**src/rtl/led_blink_driver.sv**
```systemverilog
// Front-panel LED blink driver: accepts a blink command, plays count x (on/off)
// ticks of a prescaled clock, then pulses done. Abort returns to idle silently.
module led_blink_driver #(
  parameter int TICK_DIV = 1000,
  parameter int NB_W     = 4,
  parameter bit LED_INV  = 1'b0
) (
  input  logic            clk,
  input  logic            rst,
  input  logic            cmd_valid,
  output logic            cmd_ready,
  input  logic [NB_W-1:0] cmd_count,
  input  logic [7:0]      cmd_on_ticks,
  input  logic [7:0]      cmd_off_ticks,
  input  logic            cmd_abort,
  output logic            led,
  output logic            busy,
  output logic            done
);

  localparam int PW = (TICK_DIV > 1) ? $clog2(TICK_DIV) : 1;
  localparam logic [PW-1:0] PRESC_MAX = PW'(TICK_DIV - 1);

  typedef enum logic [1:0] {
    S_IDLE = 2'd0,
    S_ON   = 2'd1,
    S_OFF  = 2'd2
  } state_t;

  state_t          state_q, state_d;
  logic [PW-1:0]   presc_q, presc_d;
  logic [7:0]      tick_q, tick_d;
  logic [NB_W-1:0] rem_q, rem_d;
  logic            led_q, led_d;
  logic            busy_q, busy_d;
  logic            done_q, done_d;
  logic            ready_q, ready_d;
  // Durations are stored as (ticks-1) so the compare never needs a subtractor.
  logic [7:0]      on_lim_q, off_lim_q;
  logic            tick;
  logic            accept;

  assign tick   = (presc_q == PRESC_MAX);
  assign accept = (state_q == S_IDLE) && cmd_valid;

  always_comb begin
    state_d = state_q;
    presc_d = presc_q;
    tick_d  = tick_q;
    rem_d   = rem_q;
    done_d  = 1'b0;
    case (state_q)
      S_IDLE: begin
        presc_d = '0;
        tick_d  = '0;
        if (cmd_valid) begin
          if (cmd_count == '0) begin
            done_d = 1'b1;
          end else begin
            state_d = S_ON;
            rem_d   = cmd_count;
          end
        end
      end
      S_ON: begin
        if (cmd_abort) begin
          state_d = S_IDLE;
          presc_d = '0;
          tick_d  = '0;
        end else begin
          presc_d = tick ? '0 : presc_q + PW'(1);
          if (tick) begin
            if (tick_q == on_lim_q) begin
              state_d = S_OFF;
              tick_d  = '0;
            end else begin
              tick_d = tick_q + 8'd1;
            end
          end
        end
      end
      S_OFF: begin
        if (cmd_abort) begin
          state_d = S_IDLE;
          presc_d = '0;
          tick_d  = '0;
        end else begin
          presc_d = tick ? '0 : presc_q + PW'(1);
          if (tick) begin
            if (tick_q == off_lim_q) begin
              tick_d = '0;
              rem_d  = rem_q - NB_W'(1);
              if (rem_q == NB_W'(1)) begin
                state_d = S_IDLE;
                done_d  = 1'b1;
              end else begin
                state_d = S_ON;
              end
            end else begin
              tick_d = tick_q + 8'd1;
            end
          end
        end
      end
      default: begin
        state_d = S_IDLE;
        presc_d = '0;
        tick_d  = '0;
      end
    endcase
    // Outputs are decoded from the next state so they leave the flops glitch-free.
    led_d   = (state_d == S_ON) ^ LED_INV;
    busy_d  = (state_d != S_IDLE);
    ready_d = (state_d == S_IDLE);
  end

  always_ff @(posedge clk) begin
    if (rst) begin
      state_q <= S_IDLE;
      presc_q <= '0;
      tick_q  <= '0;
      rem_q   <= '0;
      led_q   <= LED_INV;
      busy_q  <= 1'b0;
      done_q  <= 1'b0;
      ready_q <= 1'b1;
    end else begin
      state_q <= state_d;
      presc_q <= presc_d;
      tick_q  <= tick_d;
      rem_q   <= rem_d;
      led_q   <= led_d;
      busy_q  <= busy_d;
      done_q  <= done_d;
      ready_q <= ready_d;
    end
  end

  always_ff @(posedge clk) begin
    if (accept) begin
      on_lim_q  <= (cmd_on_ticks  == 8'd0) ? 8'd0 : cmd_on_ticks  - 8'd1;
      off_lim_q <= (cmd_off_ticks == 8'd0) ? 8'd0 : cmd_off_ticks - 8'd1;
    end
  end

  assign led       = led_q;
  assign busy      = busy_q;
  assign done      = done_q;
  assign cmd_ready = ready_q;

endmodule

```
**config.mk**
```make
export PLATFORM = sky130hd
export DESIGN_NAME = led_blink_driver
export DESIGN_NICKNAME = d
export VERILOG_FILES = /design/src/rtl/led_blink_driver.sv
export SDC_FILE = /design/constraint.sdc
export NUM_CORES = 1
export LEC_CHECK = 0
export ABC_CLOCK_PERIOD_IN_PS = 1700
export CAP_MARGIN = 20
export CORE_ASPECT_RATIO = 0.7
export CORE_MARGIN = 3
export CORE_UTILIZATION = 43
export DETAILED_ROUTE_END_ITERATION = 12
export PLACE_DENSITY_LB_ADDON = 0.15
export SLEW_MARGIN = 30
export SYNTH_ARGS = -nofsm -noshare
export SYNTH_HDL_FRONTEND = slang
export SYNTH_SLANG_ARGS = --single-unit
```
**constraint.sdc**
```tcl
create_clock -name clk -period 1.7 [get_ports clk]
set_input_delay 0.425 -clock clk [delete_from_list [all_inputs] [get_ports clk]]
set_output_delay 0.425 -clock clk [all_outputs]
set_load 0.02 [all_outputs]
```
# Word level (Yosys, flattened, before mapping)
# Index checks and enable logic that the tools add are counted.
[totals] input_bits=24 register_bits=44 wordCells=72 out_inout_bits=4
[op_classes] n_mux=30 add_sub_neg=5 n_reduce_logical=12 eq_ne=14 bitwise_logic=1
[ops] cell="$mux 8" count=6
[ops] cell="$mux 4" count=5
[ops] cell="$eq 8x8->1" count=2
[ops] cell="$logic_not 8->1" count=2
[ops] cell="$mux 2" count=8
[ops] cell="$pmux 8 s2" count=1
[ops] cell="$sub 8x1->8 const B" count=2
[ops] cell="$add 10x1->10 const B" count=1
[ops] cell="$eq 10x10->1 const B" count=1
[ops] cell="$ne 2x2->1 const B" count=5
[ops] cell="$add 8x1->8 const B" count=1
[ops] cell="$pmux 4 s2" count=1
[ops] cell="$mux 1" count=7
[ops] cell="$ne 3x3->1 const B" count=2
[ops] cell="$pmux 2 s3" count=1
[ops] cell="$reduce_and 6->1" count=1
[ops] cell="$eq 2x1->1 const B" count=2
[ops] cell="$eq 4x1->1 const B" count=1
[ops] cell="$logic_not 2->1" count=2
[ops] cell="$logic_not 4->1" count=1
[ops] cell="$reduce_bool 2->1" count=2
[ops] cell="$reduce_or 4->1" count=1
[ops] cell="$sub 4x1->4 const B" count=1
[ops] cell="$eq 2x2->1 const B" count=1
[ops] cell="5 further kinds" count=5

# Logic depth before layout (Yosys ltp)
# Gate-level depths: netlist of run 1.
[depth] word_depth=7 depth_mapped=8 depth_no_buf=8

# Least setup slack after synthesis of run 1
# No wires, ideal clock.
[synth_timing] path_kind="input port to flip-flop" start="input cmd_on_ticks[3]" end="register on_lim_q[2], data pin" arrival_ns=1.506 slack_ns=-0.060 path_buffers=0 setup_time_ns=0.254 t_required_ns=1.446 stages=4 cell_sequence="or4_1 nor3_2 nor3_1 a21o_1"
[synth_via] elab_chain_len=1
[synth_lines] item="start, declared" line_no="13" source="input logic [7:0] cmd_on_ticks,"
[synth_lines] item="$logic_not 8->1" line_no="141" source="on_lim_q <= (cmd_on_ticks == 8'd0) ? 8'd0 : cmd_on_ticks - 8'd1;"
[synth_lines] item="end signal, assigned" line_no="141"
[synth_lines] item="end, declared" line_no="39" source="logic [7:0] on_lim_q, off_lim_q;"
# Every way passes these cells.
# A chain may end at the register's enable or synchronous reset.

# Worst setup path after layout of run 1
[layout_timing] start="register presc_q[0]" end="register tick_q[5]"
[layout_via] elab_chain_len=3 elab_cells_between_ends=4 cone_classes="eq/ne (3); reduce/logical (1)"
[layout_lines] item="start, declared" line_no="31" source="logic [PW-1:0] presc_q, presc_d;"
[layout_lines] item="start signal, assigned" line_no="129" source="presc_q <= presc_d;"
[layout_lines] item="$eq 10x10->1 *" line_no="43" source="assign tick = (presc_q == PRESC_MAX);"
[layout_lines] item="$ne 3x3->1 (no line)"
[layout_lines] item="$reduce_and 2->1 (no line) *"
[layout_lines] item="end signal, assigned" line_no="130" source="tick_q <= tick_d;"
[layout_lines] item="end, declared" line_no="32" source="logic [7:0] tick_q, tick_d;"
# Every way passes the cells marked *; elsewhere a longest branch is shown, timed or not.

==> results of run 1 <==
[final cells by class]
type                       count  area (sq um)
fill                         429          1700
multi-input combinational    194          1570
sequential                    44          1050
timing repair buffer          94           797
tap                           72          90.1
clock buffer                   7          86.3
inverter                      16          60.1
clock inverter                 1          7.51
[power by group through the flow]
stage | sequential, mW | combinational, mW | clock (mW)
final | 1.18 | 0.438 | 0.686
after global routing | 1.19 | 0.476 | 0.746
after CTS | 1.18 | 0.407 | 0.708
after detailed placement | 1.20 | 0.389 | 0
after global placement | 1.20 | 0.382 | 0
after floorplan | 1.20 | 0.170 | 0
[sequential cells by signal (all words and copies together) (netlist names)]
| register | cells |
|---|---|
| busy | 1 |
| cmd_ready | 1 |
| done | 1 |
| led | 1 |
| off_lim_q | 8 |
| on_lim_q | 8 |
| presc_q | 10 |
| rem_q | 4 |
| state_q | 2 |
| tick_q | 8 |
[cells in the final DEF, fill, tap and decap left out, types with 3 or more instances in the layout]
master and n:
buf_4 61, nor2_1 35, xnor2_1 22, dfxtp_1 18, clkdlybuf4s50_1 18, edfxtp_1 16, inv_1 15, xor2_1 11
nand2_1 10, dfxtp_2 10, nand3_1 9, dlygate4sd2_1 8, nand4_1 7, ha_1 7, clkbuf_8 6, and3_1 5
nand3_2 5, a21oi_1 5, nor3_1 5, buf_6 5, and4_1 4, xnor2_2 4, o21ai_1 4, mux2i_1 4
nand2b_1 3, o21ai_0 3, nor3_4 3
[path summary, 6_finish.rpt]
path | start | to | cells after the start | slack [ns]
min | presc_q[0]$_SDFF_PP0_ | presc_q[0]$_SDFF_PP0_ | 2 | 0.54
max | presc_q[0]$_SDFF_PP0_ | tick_q[5]$_SDFFE_PP0P_ | 9 | -0.05
min reg2reg | presc_q[0]$_SDFF_PP0_ | presc_q[0]$_SDFF_PP0_ | 2 | 0.54
max reg2reg | presc_q[0]$_SDFF_PP0_ | tick_q[5]$_SDFFE_PP0P_ | 9 | -0.05
[cells by family (layout without fill, tap and decap cells)]
kind of cell,Yosys count,count (layout),synth area share [%]
XOR/XNOR,37,37,13.3
adder cells (fa/ha/maj),10,10,5.12
buffers and inverters,20,118,3.17
AO/OA/AOI/OAI,33,33,10.2
flip-flops,44,44,42.6
AND/OR/NAND/NOR,110,110,24.0
multiplexers,4,4,1.64
[repair_timing]
action / CTS / global route
setup endpoints to repair: 30 / 24
hold buffers: 0 / 0
endpoints found under the hold margin: 0 / 0
gates resized for setup: 37 / 33
pin swaps: 19 / 28
setup buffers: 3 / 5
[layer usage]
| layer | track usage (%) | part of all wire [%] | vias up |
|---|---|---|---|
| li1 | - | - | 1109 |
| met1 | 29.0 | 50 | 1009 |
| met2 | 26.9 | 45 | 41 |
| met3 | 3.38 | 3.9 | 9 |
| met4 | 5.52 | 1.6 | 0 |
| met5 | 0 | 0 | - |
[worst max-delay path: cells and delay by family, from the launching register on]
kind | cells | cell delay (ns)
adder cells (fa/ha/maj) | 1 | 0.16
XOR/XNOR | 1 | 0.17
flip-flops | 1 | 0.34
AO/OA/AOI/OAI | 1 | 0.21
buffers and inverters | 2 | 0.33
AND/OR/NAND/NOR | 4 | 0.42
[metrics by stage]
stage / hold slack [ns] / setup slack [ns] / setup TNS [ns] / cells / total power [mW]
after floorplan: 0.432 / -0.0186 / -0.0186 / 258 / 1.37
after global placement: 0.488 / -0.435 / -9.31 / 413 / 1.58
after detailed placement: 0.505 / -0.478 / -10.83 / 413 / 1.59
after CTS: 0.517 / -0.0224 / -0.0577 / 424 / 2.29
after global routing: 0.554 / -0.159 / -1.49 / 428 / 2.41
final: 0.543 / -0.0501 / -0.276 / 428 / 2.31
==> run_results.csv, run 1 <==
group,metric,value,unit
floorplan,die_x,96.1,um
outcome,violations,"negative setup slack",
placed_design,port_buffers,27,
setup_path,cp-end-kind,"register",
setup_path,cp.required,1.89,ns
yosys,syn_inst,258,
floorplan,core,5370,sq um
routing,dr.pass1.iters,4,
cts,clockBufferDepth,2,
timing,min_period_over_period,103,%
pwr,cellLeakagePower,1.43,nW
cts,cts_buffers,5,
timing,setup_viol,10,
timing,timing.final.ws_setup,-0.0501,ns
global_routing,grt_pass1_vias,2075,
layout,finalInstanceArea,3660,sq um
yosys,synth_top_cell_by_area,"dfxtp_1",
cts,clkTransAtPathRegs,0.09,ns
yosys,synthTopCellsByCount,"nor2_1 (39), dfxtp_1 (28), xnor2_1 (26)",
floorplan,ios,28,
outcome,status,"finished with violations",
pwr,ir_worst_vdd,0.000320,V
yosys,synth_area,2440,sq um
timing,fmax,571,MHz
worst_hold_path,hold_class,"register to register",
pwr,netSwitchingFraction,25.7,%
cts,cts-root-buf,"clkbuf_8",
layout,final_nets,389,
yosys,synthTopCellsByArea,"dfxtp_1 (23%), edfxtp_1 (20%), xnor2_1 (9.3%)",
yosys,yosys.area.top_type_share,22.9,%
timing,worst_pin_slew,0.319,ns
layout,utilization,68.3,%
pwr,internal-power,1.71,mW
floorplan,fp.dieH,69.1,um
setup_path,path_max_fanout,4,
routing,via_count,2168,
global_routing,grt.total_usage,19.0,%
job,drv_cap,0,
global_routing,grt_pass1_wl,9860,um
placed_design,routabilityCongestion,0.849,
global_routing,grt_max_degree,17,
cts,cts_sinks,44,
layout,area_growth,49.9,%
timing,rsz0062_at_grt,"true",
routing,wl,6130,um
setup_path,cp-start-kind,"register",
yosys,synth_fp_nets,292,
timing,drv_slew,0,
setup_path,critPathArrivalTime,1.94,ns
routing,drt_iter0_drc,108,
cts,insertion_delay,0.30,ns
yosys,yosys_warnings,0,
routing,antenna_left,0,
pwr,seqPwrFrac,51.2,%
yosys,synth_flop_cell,"dfxtp_1",
layout,drive_above_1_share,35.4,%
yosys,synth_most_common_cell,"nor2_1",
timing,slew_headroom,78.7,%
layout,insertedDiodeCount,0,
yosys,synth-seq-cells,44,
pwr,switchingPower,593,uW
yosys,ys_types,48,
yosys,synth-edff-count,16,
routing,wl_per_cell,14.3,um
cts,htreeDepth,2,
global_routing,grt_antenna_before_repair,0,
pwr,p_comb_share,19.0,%
cts,cts_tree,"yes",
floorplan,fp.dieArea,6640,sq um
yosys,syn_avg_cell_area,9.48,sq um
yosys,synthArstFlopShare,0,%
pwr,p_per_area,629,nW/um^2
setup_path,path_class,"register to register",
placed_design,hpwl,4400,um
setup_path,max_stage_delay,0.34,ns
timing,final-hold-violation-count,0,
floorplan,std_cell_rows,22,
timing,fin_crit,1.75,ns
setup_path,crit_chain,"ha_4 > and4bb_2 > buf_6 > a311oi_2 > buf_4 > nor2_4 > nand3_2 > xor2_1 > nor2_1",
yosys,synth-seq-area-share,42.6,%
global_routing,gr-total-overflow,0,
floorplan,initial_utilization,45.5,%
placed_design,placed_area,3260,sq um
pwr,power_frac_clock,29.8,%
routing,avgViaCountPerCell,5.07,
timing,clock_skew,0.0113,ns
setup_path,slowest_stage,"dfxtp_2",
routing,drc,0,
No activity file was read; power rests on OpenSTA's default activity.
==> inputs of run 2 (changes only) <==
Settings changed: GPL_TIMING_DRIVEN from default to 0.
==> run 2 against run 1 <==
  * The flow still finishes with violations (negative setup slack)
  * Via count down 10%
  * Sequential power about the same
  * Critical endpoint is now busy$_SDFF_PP0_
  * Clock power down 3%
  * Critical path type unchanged
==> run_results.csv, run 2 (synthesized netlist as in run 1, its figures left out) <==
group,metric,value,unit
cts,htreeDepth,2,
routing,avgViaCountPerCell,5.21,
pwr,power,2.20,mW
pwr,cellLeakagePower,1.23,nW
floorplan,std_cell_rows,22,
layout,final_cell_mix,"nor2_1 (34), xnor2_1 (22), edfxtp_1 (16)",
floorplan,fp.dieArea,6640,sq um
layout,largest_reg_flops,10,
cts,cts-root-buf,"clkbuf_8",
setup_path,rrSetupSlack,-0.09,ns
timing,slew_headroom,68.5,%
routing,via_count,1947,
pwr,ir_worst_vdd,0.000364,V
setup_path,cp-end-kind,"register",
layout,area_growth,33.7,%
timing,drv_slew,0,
routing,drt_iter0_drc,110,
outcome,violations,"negative setup slack",
layout,final.fill_count,439,
setup_path,cp-start-kind,"register",
timing,rsz0062_at_grt,"true",
pwr,p_per_area,673,nW/um^2
timing,min_period_over_period,105,%
layout,insertedDiodeCount,0,
cts,cts_buffers,5,
timing,worst_pin_slew,0.473,ns
timing,final-hold-violation-count,0,
setup_path,path_max_fanout,4,
placed_design,hpwl,3660,um
timing,fmax,560,MHz
floorplan,fp.dieH,69.1,um
cts,clockBufferDepth,2,
layout,final_common_cell,"nor2_1",
global_routing,grt_pass1_vias,1824,
routing,drc,0,
layout,regMostFlops,"presc_q",
global_routing,grt_pass1_wl,8770,um
routing,wl_per_cell,13.8,um
cts,cts_sinks,44,
cts,insertion_delay,0.29,ns
global_routing,gr-total-overflow,0,
layout,final_nets,335,
outcome,status,"finished with violations",
timing,fin_crit,1.79,ns
setup_path,critPathArrivalTime,1.97,ns
floorplan,initial_utilization,45.5,%
timing,clock_skew,0.0103,ns
routing,dr.pass1.iters,4,
routing,antenna_left,0,
global_routing,grt_antenna_before_repair,0,
setup_path,cp.required,1.88,ns
setup_path,max_stage_delay,0.37,ns
floorplan,ios,28,
floorplan,die_x,96.1,um
cts,cts_tree,"yes",
setup_path,crit_chain,"ha_4 > nand4b_1 > nor3_2 > nand4_1 > a2bb2oi_2 > o31ai_4 > or2_1",
timing,setup_viol,8,
setup_path,reg2reg_from,"presc_q[0]$_SDFF_PP0_",
global_routing,grt_max_degree,18,
setup_path,crit_end,"busy$_SDFF_PP0_",
timing,timing.final.ws_setup,-0.0868,ns
setup_path,reg2regPathDepth,7,
setup_path,reg2reg_to,"busy$_SDFF_PP0_",
setup_path,path_class,"register to register",
worst_hold_path,hold_class,"register to register",
global_routing,grt.total_usage,16.7,%
setup_path,crit_start,"presc_q[0]$_SDFF_PP0_",
setup_path,slowest_stage,"dfxtp_4",
job,drv_cap,0,
layout,drive_above_1_share,25.8,%
placed_design,port_buffers,26,
routing,wl,5160,um
floorplan,core,5370,sq um
cts,clkTransAtPathRegs,0.08,ns
placed_design,routabilityCongestion,0.779,
layout,multi_input_area,1580,sq um
layout,seq_area,1060,sq um
timing,timing.setup.tns,-0.476,ns
run 2: cell types whose count changed in the layout (fill, tap and decap cells not counted), sizes merged:
| cell | before | now |
|---|---|---|
| clkinvlp | 1 | 0 |
| dlymetal6s2s | 1 | 6 |
| clkdlybuf4s15 | 0 | 1 |
| clkinv | 0 | 2 |
| dlygate4sd2 | 8 | 6 |
| buf | 67 | 10 |
| clkbuf | 7 | 10 |
| clkdlybuf4s50 | 18 | 13 |
run 2: stage by stage:
step                utilization (%)  area (sq um)  setup slack, ns  std cells  hold slack (ns)
floorplan                         -          2450          -0.0186        258            0.432
global placement               52.2          2800           -0.650        356            0.452
detailed placement             52.2          2800           -0.658        356            0.461
CTS                            58.6          3140          -0.0753        373            0.451
global route                   60.9          3270           -0.182        374            0.480
finish                         60.9          3270          -0.0868        374            0.450
run 2: repair_timing:
item / CTS / global route
hold buffers: 0 / 0
pin swaps: 17 / 19
gates resized for setup: 51 / 34
setup endpoints to repair: 47 / 29
buffers inserted: 9 / 1
run 2: metal layers:
metal	vias to the layer above	wire length (um)	track usage (%)	share of wire, %
met2	52	2240	23.6	43
met5	-	0	0	0
li1	1000	-	-	-
met1	891	2550	25.4	49
met4	0	38	3.63	0.74
met3	4	332	4.14	6.4
run 2: layout make-up:
| class | instances | area share, % |
|---|---|---|
| Timing Repair Buffer | 36 | 10.7 |
| Inverter | 16 | 1.99 |
| Buffer | 4 | 0.727 |
| Multi-Input combinational cell | 194 | 48.4 |
| Clock inverter | 2 | 0.306 |
| Tap cell | 72 | 2.76 |
| Sequential cell | 44 | 32.6 |
| Clock buffer | 6 | 2.53 |
run 2: worst min path at each step:
stage	to	from	slack, ns	cells past startpoint
after detailed placement	presc_q[0]$_SDFF_PP0_	presc_q[0]$_SDFF_PP0_	0.46	1
after floorplan	presc_q[0]$_SDFF_PP0_	presc_q[0]$_SDFF_PP0_	0.43	1
after CTS	presc_q[0]$_SDFF_PP0_	presc_q[0]$_SDFF_PP0_	0.45	1
final	presc_q[0]$_SDFF_PP0_	presc_q[0]$_SDFF_PP0_	0.45	1
after global placement	presc_q[0]$_SDFF_PP0_	presc_q[0]$_SDFF_PP0_	0.45	1
after global routing	presc_q[0]$_SDFF_PP0_	presc_q[0]$_SDFF_PP0_	0.48	1
run 2: worst max-delay path, delay by kind of cell (launching register included):
family / cells / cell delay [ns]
adders and majority gates: 1 / 0.13
and+or+nand+nor: 4 / 0.81
DFF: 1 / 0.37
AOI/OAI and AO/OA: 2 / 0.35
run 2: report_power, final:
| group | switching [mW] | internal (mW) | leakage (nW) |
|---|---|---|---|
| Combinational | 0.183 | 0.171 | 0.792 |
| Clock | 0.343 | 0.324 | 0.0510 |
| Sequential | 0.0349 | 1.15 | 0.388 |
==> inputs of run 3 (changes only) <==
Settings changed: HOLD_SLACK_MARGIN from default to 0.15.
==> results of run 3 <==
Same layout as run 2: the final DEF is identical, and so are final timing and power.
